## src/rtl/buffer_arbiter.sv

```systemverilog
// Two-requester round-robin write arbiter feeding a buffer memory, with
// automatic and external flush sequencing.
module buffer_arbiter #(
    parameter int unsigned DATA_WIDTH   = 64,
    parameter int unsigned DEPTH        = 8,
    parameter int unsigned CNT_W        = 4,
    parameter int unsigned FLUSH_CYCLES = 2
) (
    input  logic                  clk,
    input  logic                  rst,
    input  logic                  req0,
    input  logic                  req1,
    input  logic [DATA_WIDTH-1:0] data0,
    input  logic [DATA_WIDTH-1:0] data1,
    input  logic                  flush_req,
    output logic                  gnt0,
    output logic                  gnt1,
    output logic [DATA_WIDTH-1:0] buf_data_in,
    output logic                  buf_wr,
    output logic                  buf_flush,
    output logic [CNT_W-1:0]      fill_cnt,
    output logic                  busy
);

    typedef enum logic [0:0] {StIdle, StFlush} state_e;

    localparam logic [CNT_W-1:0] DepthC     = CNT_W'(DEPTH);
    localparam logic [3:0]       FlushLastC = 4'(FLUSH_CYCLES - 1);

    state_e                state_q, state_d;
    logic                  ptr_q, ptr_d;  // 0: req0 wins a tie, 1: req1 wins
    logic [CNT_W-1:0]      fill_cnt_q, fill_cnt_d;
    logic                  buf_wr_q, buf_wr_d;
    logic [DATA_WIDTH-1:0] buf_data_q, buf_data_d;
    logic [3:0]            flush_cnt_q, flush_cnt_d;
    logic                  grant_en;

    always_comb begin
        grant_en = rst && (state_q == StIdle) && !flush_req && (fill_cnt_q != DepthC);
        gnt0     = grant_en && req0 && (!req1 || !ptr_q);
        gnt1     = grant_en && req1 && (!req0 || ptr_q);
    end

    always_comb begin
        state_d     = state_q;
        ptr_d       = ptr_q;
        fill_cnt_d  = fill_cnt_q;
        buf_wr_d    = 1'b0;
        buf_data_d  = buf_data_q;
        flush_cnt_d = flush_cnt_q;
        case (state_q)
            StIdle: begin
                if (flush_req) begin
                    state_d     = StFlush;
                    flush_cnt_d = 4'd0;
                end else if (gnt0 || gnt1) begin
                    buf_wr_d   = 1'b1;
                    buf_data_d = gnt0 ? data0 : data1;
                    fill_cnt_d = fill_cnt_q + 1'b1;
                    ptr_d      = gnt0;
                    // The write that fills the buffer also starts the flush.
                    if (fill_cnt_d == DepthC) begin
                        state_d     = StFlush;
                        flush_cnt_d = 4'd0;
                    end
                end
            end
            StFlush: begin
                if (flush_cnt_q == FlushLastC) begin
                    state_d     = StIdle;
                    fill_cnt_d  = '0;
                    flush_cnt_d = 4'd0;
                end else begin
                    flush_cnt_d = flush_cnt_q + 4'd1;
                end
            end
            default: state_d = StIdle;
        endcase
    end

    always_ff @(posedge clk) begin
        if (!rst) begin
            state_q     <= StIdle;
            ptr_q       <= 1'b0;
            fill_cnt_q  <= '0;
            buf_wr_q    <= 1'b0;
            buf_data_q  <= '0;
            flush_cnt_q <= 4'd0;
        end else begin
            state_q     <= state_d;
            ptr_q       <= ptr_d;
            fill_cnt_q  <= fill_cnt_d;
            buf_wr_q    <= buf_wr_d;
            buf_data_q  <= buf_data_d;
            flush_cnt_q <= flush_cnt_d;
        end
    end

    assign buf_data_in = buf_data_q;
    assign buf_wr      = buf_wr_q;
    assign fill_cnt    = fill_cnt_q;
    assign buf_flush   = rst && (state_q == StFlush);
    assign busy        = rst && (state_q == StFlush);

endmodule

```

## config.mk

```make
export PLATFORM = sky130hd
export DESIGN_NAME = buffer_arbiter
export DESIGN_NICKNAME = d
export VERILOG_FILES = /design/src/rtl/buffer_arbiter.sv
export SDC_FILE = /design/constraint.sdc
export NUM_CORES = 1
export LEC_CHECK = 0
export ABC_AREA = 1
export BUFFER_PORTS_ARGS = -buffer_cell sky130_fd_sc_hd__clkbuf_2
export CORE_MARGIN = 3
export CORE_UTILIZATION = 45
export DETAILED_ROUTE_END_ITERATION = 16
export GPL_TIMING_DRIVEN = 1
export PLACE_DENSITY_LB_ADDON = 0.05
export SETUP_SLACK_MARGIN = 0.5
export SYNTH_ARGS = -nofsm -noshare
export SYNTH_HDL_FRONTEND = slang
export SYNTH_SLANG_ARGS = --single-unit
export TNS_END_PERCENT = 20
```

## constraint.sdc

```tcl
create_clock -name clk -period 3.37 [get_ports clk]
set_clock_uncertainty 0.2 [all_clocks]
set_input_delay 0.5055 -clock clk [delete_from_list [all_inputs] [get_ports clk]]
set_output_delay 0.5055 -clock clk [all_outputs]
set_load 0.02 [all_outputs]
```

# Word-level counts from Yosys, hierarchy flattened
# Index checks and enable logic that the tools add are counted.
# word_totals
regBits	75
latchBits	0
ram_bits	0
mem_bits_ro	0
inputBits	133
word_cells	54
n_memories	0
# op_classes
add_sub_neg	2
multipliers	0
div_mod_pow	0
n_lt_le_gt_ge	0
eq_ne	8
shift	0
muxes	16
n_bitwise	3
reduce_logical	19
# op_table
op	n
two-way mux 64 bit	1
two-way mux 4 bit	7
one-hot mux 4 bit (2 select lines)	2
adder 4 x 1 -> 4 bit (second input constant)	2
logical AND 1 bit	8
!= test 3 x 2 -> 1 bit (second input constant)	2
AND reduction 3 bit	2
two-way mux 1 bit	5
equality test 4 x 1 -> 1 bit (second input constant)	1
equality test 4 bit (second input constant)	1
zero test 1 bit	4
!= test 2 x 1 -> 1 bit (second input constant)	2
!= test 4 bit (second input constant)	1
logical OR 1 bit	3
inverter 1 bit	3
OR reduction 3 bit	1
!= test 2 bit (second input constant)	1
one-hot mux 1 bit (2 select lines)	1
AND reduction 2 bit	1

# Longest topological paths before layout
# Gate-level depths: netlist (run 1).
# depth
depth_word	10
ltp_mapped	11
mapped_depth_nobuf	10

# Least setup slack after synthesis (run 1)
# No wires, ideal clock.
# synth_timing
path_type	reg-to-output
from	register fill_cnt_q[0] (netlist: fill_cnt[0])
to	output port gnt0
t_arrival_ns	1.353
setup_slack_ns	1.312
stages_incl_launch_ff	7
cell_sequence	dfxtp_1 > inv_1 > ha_1 > nand3_1 > nand3_4 > inv_2 > buf_2
# synth_via
elab_chain_len	4
# synth_rtl
item	line	text
start: declaration	32	logic [CNT_W-1:0] fill_cnt_q, fill_cnt_d;
start signal: assignment	92	fill_cnt_q <= fill_cnt_d;
!= test 4 bit	39	grant_en = rst && (state_q == StIdle) && !flush_req && (fill_cnt_q != DepthC);
logical AND 1 bit	39	
logical AND 1 bit (2 in a row)	40	gnt0 = grant_en && req0 && (!req1 || !ptr_q);
end: declaration	16	output logic gnt0,
# No other way between the ends.

# Worst setup path after layout (run 1)
# Same ends and word-level chain as after synthesis.

==> results of run 1 <==
final timing paths:
kind	to	depth (start not counted)
setup / recovery	gnt0	6
hold / removal	buf_data_in[27]$_SDFFE_PN0P_	5
setup reg to reg	buf_data_in[42]$_SDFFE_PN0P_	8
hold reg to reg	flush_cnt_q[3]$_SDFFE_PN0P_	2
registers in the layout, summed over array words and instances, names as in the netlist:
register	count
flush_cnt_q	4
buf_wr	1
state_q	1
fill_cnt	4
buf_data_in	64
ptr_q	1
power by group through the flow:
| stage | clock network (W) | registers (W) | logic [W] |
|---|---|---|---|
| 2_1_floorplan | 0 | 0.00108 | 0.000212 |
| 3_3_place_gp | 0 | 0.00101 | 0.000457 |
| 3_5_place_dp | 0 | 0.00101 | 0.000461 |
| 4_1_cts | 0.000801 | 0.000991 | 0.000463 |
| 5_1_grt | 0.000842 | 0.00100 | 0.000520 |
| 6_report | 0.000783 | 0.000991 | 0.000463 |
worst reg2reg max path, cell delays in order (launching register included):
cell	delay, ns
dfxtp_1	0.37
inv_1	0.10
ha_1	0.14
nand3_1	0.22
nand3_4	0.25
nand2_4	0.07
inv_2	0.75
nor2_1	0.16
nor2_1	0.13
routing by layer:
layer | share of wire, % | vias up
li1 | - | 2176
met1 | 44 | 1827
met2 | 47 | 132
met3 | 6.4 | 18
met4 | 2.3 | 0
met5 | 0 | -
cells in the mapped netlist, drive strengths merged:
cell type  number  share of area [%]
dfxtp          75                 41
ha              5                1.7
o21ai          66                9.0
nor3            1               0.14
nand2         217                 22
o31ai           1               0.20
nor2          141                 15
a21oi           8                1.1
clkbuf          9               0.92
buf            26                4.7
inv            20                2.0
nand4           1               0.17
a21boi          1               0.20
nand3          11                2.0
xnor2           1               0.24
cell usage in the layout (no fill, tap or decap), types with 2 or more instances in the layout:
master,n
a21oi_1,8
nand3_2,2
o21ai_0,64
clkbuf_2,205
dfxtp_1,75
o21ai_1,2
nand2_1,215
clkbuf_8,11
ha_1,5
inv_1,18
nor2_1,140
buf_4,5
nand3_1,9
bufinv_16,2
metrics by stage:
stage	hold WS, ns	cell area, sq um	cells
floorplan	0.2516	3684	583
finish	0.2523	4926	878
global route	0.2503	4926	878
detailed placement	0.2777	4662	859
CTS	0.2384	4897	875
global placement	0.2659	4662	859
timing repair:
item	CTS	global route
pin swaps	1	1
hold endpoints to repair	0	0
hold buffers	0	0
cloned	0	1
setup buffers	0	2
endpoints found under the setup margin	1	20
gates resized for setup	3	1
final cells by class:
class,instances,area share (%)
Timing Repair Buffer,211,21.82
Inverter,20,1.676
Clock buffer,12,3.150
Clock inverter,4,1.473
Multi-Input combinational cell,454,38.81
Sequential cell,75,30.48
Tap cell,102,2.591
kinds of logic (layout without fill, tap and decap cells):
| family | count (synthesis) | count (layout) | synth area share, % |
|---|---|---|---|
| AND/OR/NAND/NOR | 371 | 372 | 39.23 |
| AO/OA/AOI/OAI | 76 | 76 | 10.46 |
| flip-flops | 75 | 75 | 40.76 |
| buffers and inverters | 55 | 247 | 7.608 |
| adder cells (fa/ha/maj) | 5 | 5 | 1.698 |
| XOR/XNOR | 1 | 1 | 0.2378 |
==> reports/metrics.csv, run 1 <==
metric,value,unit
dp_slack,0.5764,ns
p_sw_share,28.96,%
die-area,0.009307,sq mm
initial_core_util,46.94,%
slowest_stage,dfxtp_1,
rows,32,
period_share,77.70,%
antenna_found_initial,0,
area_growth,33.73,%
cp_max_fo,34,
synth_area,0.003684,sq mm
cts_buffer_depth,2,
n_antenna_cell,0,
grt_max_degree,72,
grt_pass1_wl,16320,microns
fin_ws,0.7516,ns
setup_viol,0,
fmax,381.9,MHz
first_pass_iters,4,
p_int,0.001589,W
setup_tns,0,ns
port_buffers,205,
htree_levels,3,
seq_area,0.001501,sq mm
gr-max-usage-layer,met2,
die_h,96.48,microns
syn-instance-count,583,
cts_tree,built,
crit_arrival,1.91,ns
cellPowerDensity,454.1,mW/mm^2
power,0.002237,W
numCtsBuffers,9,
routed_wl,10760,microns
grt_use_total,22.21,%
first_iter_violations,130,
nFillCells,797,
fp.dieW,96.48,microns
pin_count,206,
endpoint_kind,output port,
layout-drive-gt1-share,30.15,%
ys_warn_count,0,
yosysSeqAreaShare,40.76,%
multi_input_area,0.001912,sq mm
place_congestion,0.8229,
use_met1,26.96,%
ir_drop,0.0002275,V
syn_nets,721,
pwr-share-clk,35.0,%
clock_sinks,75,
r2r-start,fill_cnt[0]$_SDFFE_PN0P_,
startpoint_type,flip-flop,
vias,4153,
syn_area_per_cell,6.318,sq um
viasPerCell,4.730,
path_delay_family,buffers and inverters,
maxSlewViolCount,0,
r2r_slack,0.90,ns
rsz0062_at_grt,no,
crit_type,reg2out,
clk_pin_slew,0.08,ns
grt.met2_usage,37.93,%
hp-class,in2reg,
fin_crit,2.618,ns
p_seq_share,44.3,%
cp_slowest_stage_delay,0.45,ns
grtUsageMet3,4.260,%
tightest_slew,1.058,ns
cap_violations,0,
clock-root-buffer,clkbuf_8,
grt_pass1_vias,3649,
crit_chain,"inv_1, ha_1, nand3_1, nand3_4, inv_8, clkbuf_2",
drtAntennaViolNets,0,
pwr-share-comb,20.7,%
clk_latency,0.34,ns
drc_errors,0,
worst-path-buf-inv,3,
nets,909,
slew-limit-headroom,29.49,%
outcome,completed,
core_area,0.007848,sq mm
final_hold_viol_count,0,
final_util,62.77,%
p_leak,2.727,nW
wire_per_inst,12.26,microns
holdCritStartpoint,data0[27],
switchingPower,0.0006477,W
globalRouteOverflowTotal,0,
ys_seq_elements,75,
startpoint,fill_cnt[0]$_SDFFE_PN0P_,
ys_types,25,
required,2.66,ns
dp_hpwl,7562,microns
(Power assumes the default switching activity.)
==> run 2, diff against run 1 <==
==> constraint.sdc (replaced) <==
create_clock -name clk -period 2.67 [get_ports clk]
set_clock_uncertainty 0.2 [all_clocks]
set_input_delay 0.4005 -clock clk [delete_from_list [all_inputs] [get_ports clk]]
set_output_delay 0.4005 -clock clk [all_outputs]
set_load 0.02 [all_outputs]
==> run 2 against run 1 <==
Worst setup slack got worse by 0.21 ns. Largest cell class unchanged. Register-to-register slack got worse by 0.24 ns. Via count fell by 0.46%. Critical path depth did not move. Sequential cell count did not move. Non-clock buffer count rose by 5. Final area rose by 1.7%. Combinational power rose by 27%. First-iteration DRC count fell by 14%. Cell count rose by 0.57%. Global-route usage fell by 0.50 points.
==> reports/metrics.csv, run 2 (synthesis results as in run 1) <==
metric,value,unit
outcome,completed,
mostFrequentLayoutCell,nand2_1,
cp_slowest_stage_delay,0.38,ns
setup_viol,0,
fmax,470.5,MHz
ir_drop,0.0003620,V
dp_hpwl,7473,microns
cts_buffer_depth,2,
crit_arrival,1.52,ns
grt_use_total,21.71,%
globalRouteOverflowTotal,0,
n_antenna_cell,0,
nFillCells,760,
path_delay_family,flip-flops,
cap_violations,0,
clk_latency,0.34,ns
tightest_slew,0.6272,ns
rsz0062_at_grt,yes,
largest_register_ffs,64,
whs_path_depth,5,
period_share,79.60,%
multi_input_area,0.001907,sq mm
crit_chain,"inv_1, ha_1, nand3_2, nand3_2, inv_1, clkbuf_2",
die-area,0.009307,sq mm
seq_area,0.001506,sq mm
switchingPower,0.0008087,W
routed_wl,10410,microns
most-common-layout-cells,"nand2_1 (215), clkbuf_2 (204), nor2_1 (140)",
first_iter_violations,112,
final_hold_viol_count,0,
viasPerCell,4.682,
htree_levels,3,
holdCritStartpoint,data0[53],
pwr-share-clk,37.4,%
area_growth,36.04,%
drtAntennaViolNets,0,
core_area,0.007848,sq mm
rows,32,
p_int,0.002131,W
whs_endpoint,buf_data_in[53]$_SDFFE_PN0P_,
p_seq_share,42.5,%
grt_max_degree,72,
wire_per_inst,11.79,microns
endpoint_kind,output port,
timing.hold.ws,0.1480,ns
vias,4134,
r2r_end,flush_cnt_q[1]$_SDFFE_PN0P_,
cts_tree,built,
maxSlewViolCount,0,
worst-path-buf-inv,3,
clock_sinks,75,
cellPowerDensity,586.6,mW/mm^2
numCtsBuffers,9,
grt_pass1_vias,3531,
p_sw_share,27.51,%
required,2.07,ns
r2r_slack,0.66,ns
port_buffers,205,
dp_slack,0.3430,ns
clock-root-buffer,clkbuf_8,
drc_errors,0,
placed_area,0.004677,sq mm
slowest_stage,dfxtp_4,
power,0.002939,W
cp_max_fo,7,
fin_crit,2.125,ns
startpoint_type,flip-flop,
r2r-start,fill_cnt[0]$_SDFFE_PN0P_,
first_pass_iters,4,
pin_count,206,
nets,914,
slew-limit-headroom,58.19,%
fp.dieW,96.48,microns
layout-drive-gt1-share,31.11,%
initial_core_util,46.94,%
grt_pass1_wl,15870,microns
clk_pin_slew,0.08,ns
place_congestion,0.8328,
crit_type,reg2out,
hp-class,in2reg,
p_leak,2.782,nW
setup_tns,0,ns
reg2reg_depth,10,
pwr-share-comb,20.0,%
fin_area,0.005011,sq mm
die_h,96.48,microns
antenna_found_initial,0,
fin_ws,0.5447,ns
-- run 2: layout make-up --
type                            instances  share of cell area, %
Tap cell                              102                  2.547
Timing Repair inverter                  1                 0.1248
Clock buffer                           12                  3.296
Inverter                               20                  1.698
Sequential cell                        75                  30.06
Clock inverter                          4                  1.898
Timing Repair Buffer                  216                  22.32
Multi-Input combinational cell        453                  38.05
-- run 2: worst min-delay path, cell delays in order --
cell and delay, ns:
clkbuf_2 0.07, nand2_1 0.04, nand2_1 0.05, nor2_1 0.03, nor2_1 0.06
-- run 2: power groups by stage --
| stage | combinational, W | sequential (W) | clock, W |
|---|---|---|---|
| floorplan | 0.000267 | 0.00137 | 0 |
| global placement | 0.000577 | 0.00127 | 0 |
| detailed placement | 0.000585 | 0.00127 | 0 |
| CTS | 0.000593 | 0.00125 | 0.00112 |
| global route | 0.000662 | 0.00126 | 0.00117 |
| finish | 0.000589 | 0.00125 | 0.00110 |
-- run 2: per-layer routing --
| layer | global-route usage (%) | vias up | wire (microns) |
|---|---|---|---|
| met2 | 37.87 | 151 | 5158 |
| li1 | - | 2187 | - |
| met3 | 5.190 | 12 | 920 |
| met5 | 0 | - | 0 |
| met4 | 7.827 | 0 | 155 |
| met1 | 25.89 | 1784 | 4178 |
-- run 2: through the flow --
step                std cells  utilization (%)
global placement          861            59.60
CTS                       880            63.49
floorplan                 583                -
global route              883            63.86
finish                    883            63.86
detailed placement        861            59.60
-- run 2: repair_timing --
| action | in CTS | in global routing |
|---|---|---|
| gates cloned | 1 | 0 |
| hold buffers | 0 | 0 |
| buffers inserted | 2 | 3 |
| pin swaps | 1 | 0 |
| resized for setup | 9 | 4 |
| endpoints found under the setup margin | 72 | 9 |
-- run 2: worst max path at each step --
stage	startpoint	to	slack, ns	cells past startpoint
2_1_floorplan	fill_cnt[0]$_SDFFE_PN0P_	gnt0	0.72	6
4_1_cts	fill_cnt[0]$_SDFFE_PN0P_	gnt0	0.50	6
6_report	fill_cnt[0]$_SDFFE_PN0P_	gnt1	0.54	6
5_1_grt	fill_cnt[0]$_SDFFE_PN0P_	gnt1	0.46	6
3_5_place_dp	fill_cnt[0]$_SDFFE_PN0P_	buf_data_in[30]$_SDFFE_PN0P_	0.34	10
3_3_place_gp	fill_cnt[0]$_SDFFE_PN0P_	buf_data_in[34]$_SDFFE_PN0P_	0.41	8
==> run 3, diff against run 2 <==
--- a/config.mk
+++ b/config.mk
@@ -8,7 +8,7 @@
 export ABC_AREA = 1
 export BUFFER_PORTS_ARGS = -buffer_cell sky130_fd_sc_hd__clkbuf_2
 export CORE_MARGIN = 3
-export CORE_UTILIZATION = 45
+export CORE_UTILIZATION = 40
 export DETAILED_ROUTE_END_ITERATION = 16
 export GPL_TIMING_DRIVEN = 1
 export PLACE_DENSITY_LB_ADDON = 0.05
==> constraint.sdc (replaced) <==
create_clock -name clk -period 1.8 [get_ports clk]
set_clock_uncertainty 0.2 [all_clocks]
set_input_delay 0.27 -clock clk [delete_from_list [all_inputs] [get_ports clk]]
set_output_delay 0.27 -clock clk [all_outputs]
set_load 0.02 [all_outputs]
==> run 3 against run 2 <==
Worst hold slack worse by 0.12 ns. Cell count is 2.6% higher. Via count is 4.7% higher. Critical path depth is 2 lower. Final area is 16% higher. First-iteration DRC count is 31% higher. Total power is 47% higher. Register-to-register slack worse by 0.62 ns. Worst setup slack worse by 0.52 ns. Critical path type unchanged. Largest cell class unchanged. Highest routed layer unchanged.
==> reports/metrics.csv, run 3 (synthesis results as in run 1) <==
metric,value,unit
area_growth,57.57,%
clock-root-buffer,clkbuf_8,
cp-endpoint,gnt0,
grt_pass1_wl,17260,microns
n_antenna_cell,0,
drtAntennaViolNets,0,
topRoutingLayerUsed,met4,
dp_hpwl,8208,microns
setup_viol,0,
first_pass_iters,4,
port_buffers,205,
globalRouteOverflowTotal,0,
period_share,98.48,%
startpoint,ptr_q$_SDFFE_PN0P_,
cts_tree,built,
r2r-start,ptr_q$_SDFFE_PN0P_,
clk_latency,0.34,ns
grt_max_degree,49,
startpoint_type,flip-flop,
met1Wirelength,5131,microns
die_h,102.0,microns
cap_violations,0,
layout-drive-gt1-share,42.86,%
slew-limit-headroom,72.46,%
final_hold_viol_count,0,
fp.dieW,102.0,microns
viasPerCell,4.776,
wl_met3,696,microns
fmax,564.1,MHz
htree_levels,3,
power,0.004325,W
first_iter_violations,147,
grt_use_total,20.68,%
timing.hold.ws,0.02490,ns
largest_register_ffs,64,
rows,34,
clk_pin_slew,0.08,ns
core_area,0.008848,sq mm
ir_drop,0.0003565,V
met2_length,6360,microns
numCtsBuffers,9,
initial_core_util,41.63,%
vias,4327,
grt_pass1_vias,3816,
p_leak,3.029,nW
cellPowerDensity,745.1,mW/mm^2
reg2reg_depth,8,
routed_wl,12400,microns
outcome,completed,
r2r_slack,0.04,ns
crit_type,reg2out,
tightest_slew,0.4115,ns
antenna_found_initial,0,
pin_count,206,
cp_max_fo,5,
finalNonFillerCells,906,
crit_arrival,1.30,ns
mostFrequentLayoutCell,nand2_1,
clock_sinks,75,
wire_per_inst,13.69,microns
nets,931,
r2r_end,buf_data_in[36]$_SDFFE_PN0P_,
hp-class,in2reg,
fin_crit,1.773,ns
most-common-layout-cells,"nand2_1 (213), clkbuf_2 (133), nor2_1 (128)",
cts_buffer_depth,2,
endpoint_kind,output port,
required,1.33,ns
place_congestion,0.8101,
drc_errors,0,
rsz0062_at_grt,yes,
place_inst,874,
maxSlewViolCount,0,
die-area,0.01040,sq mm
nFillCells,824,
## run 3: cell types whose count changed in the layout (fill, tap and decap cells not counted), moves of 5 or more
cell and change:
clkbuf_2 -71, buf_6 +62, dfxtp_1 -55, dfxtp_2 +54
nor2_1 -12, nor2_2 +12, o21ai_0 -12, o21ai_1 +11
buf_2 +9, buf_4 +8, clkbuf_16 +5, inv_1 -5
## run 3: worst max-delay path, cell delays in order (launching register included)
cell,delay (ns)
dfxtp_1,0.32
a21oi_1,0.27
nand3_4,0.16
inv_4,0.10
buf_8,0.11
## run 3: report_power, final
group | switching (W) | total, W | internal, W
registers | 0.0000872 | 0.00189 | 0.00180
clock network | 0.000625 | 0.00130 | 0.000673
logic | 0.000599 | 0.00113 | 0.000535
## run 3: worst min-delay path by stage
stage	start	endpoint	slack [ns]	cells after the start
4_1_cts	data0[38]	buf_data_in[38]$_SDFFE_PN0P_	0.01	5
5_1_grt	data1[11]	buf_data_in[11]$_SDFFE_PN0P_	0.03	5
3_5_place_dp	ptr_q$_SDFFE_PN0P_	ptr_q$_SDFFE_PN0P_	0.28	2
2_1_floorplan	flush_cnt_q[3]$_SDFFE_PN0P_	flush_cnt_q[3]$_SDFFE_PN0P_	0.25	2
3_3_place_gp	ptr_q$_SDFFE_PN0P_	ptr_q$_SDFFE_PN0P_	0.28	2
6_report	data0[28]	buf_data_in[28]$_SDFFE_PN0P_	0.02	5
## run 3: per-layer routing
| metal | track usage (%) | vias up |
|---|---|---|
| met1 | 23.94 | 1954 |
| met5 | 0 | - |
| li1 | - | 2223 |
| met4 | 8.274 | 0 |
| met3 | 4.983 | 20 |
| met2 | 36.58 | 130 |
## run 3: cell type report
cell class	count	area [sq um]	area share, %
clock inverter	5	51.30	0.8838
clock buffer	11	141.4	2.436
inverter	20	87.58	1.509
tap	108	135.1	2.328
multi-input combinational	453	2024	34.88
sequential	75	1578	27.18
timing repair buffer	234	1787	30.78
## run 3: stage by stage
stage	setup TNS, ns	utilization [%]	setup WS (ns)	instance area, sq um
2_1_floorplan	0	-	0.2186	3766
3_3_place_gp	0	54.54	0.09503	4826
3_5_place_dp	0	54.54	0.05132	4826
4_1_cts	0	57.89	0.01708	5122
5_1_grt	-0.2617	65.60	-0.02836	5804
6_report	0	65.60	0.02734	5804
## run 3: what timing repair did
action	CTS	global route
cloned	0	6
hold endpoints to repair	0	0
setup buffers	8	2
endpoints found under the setup margin	147	148
hold buffers	0	0
pin swaps	4	4
resized for setup	14	286
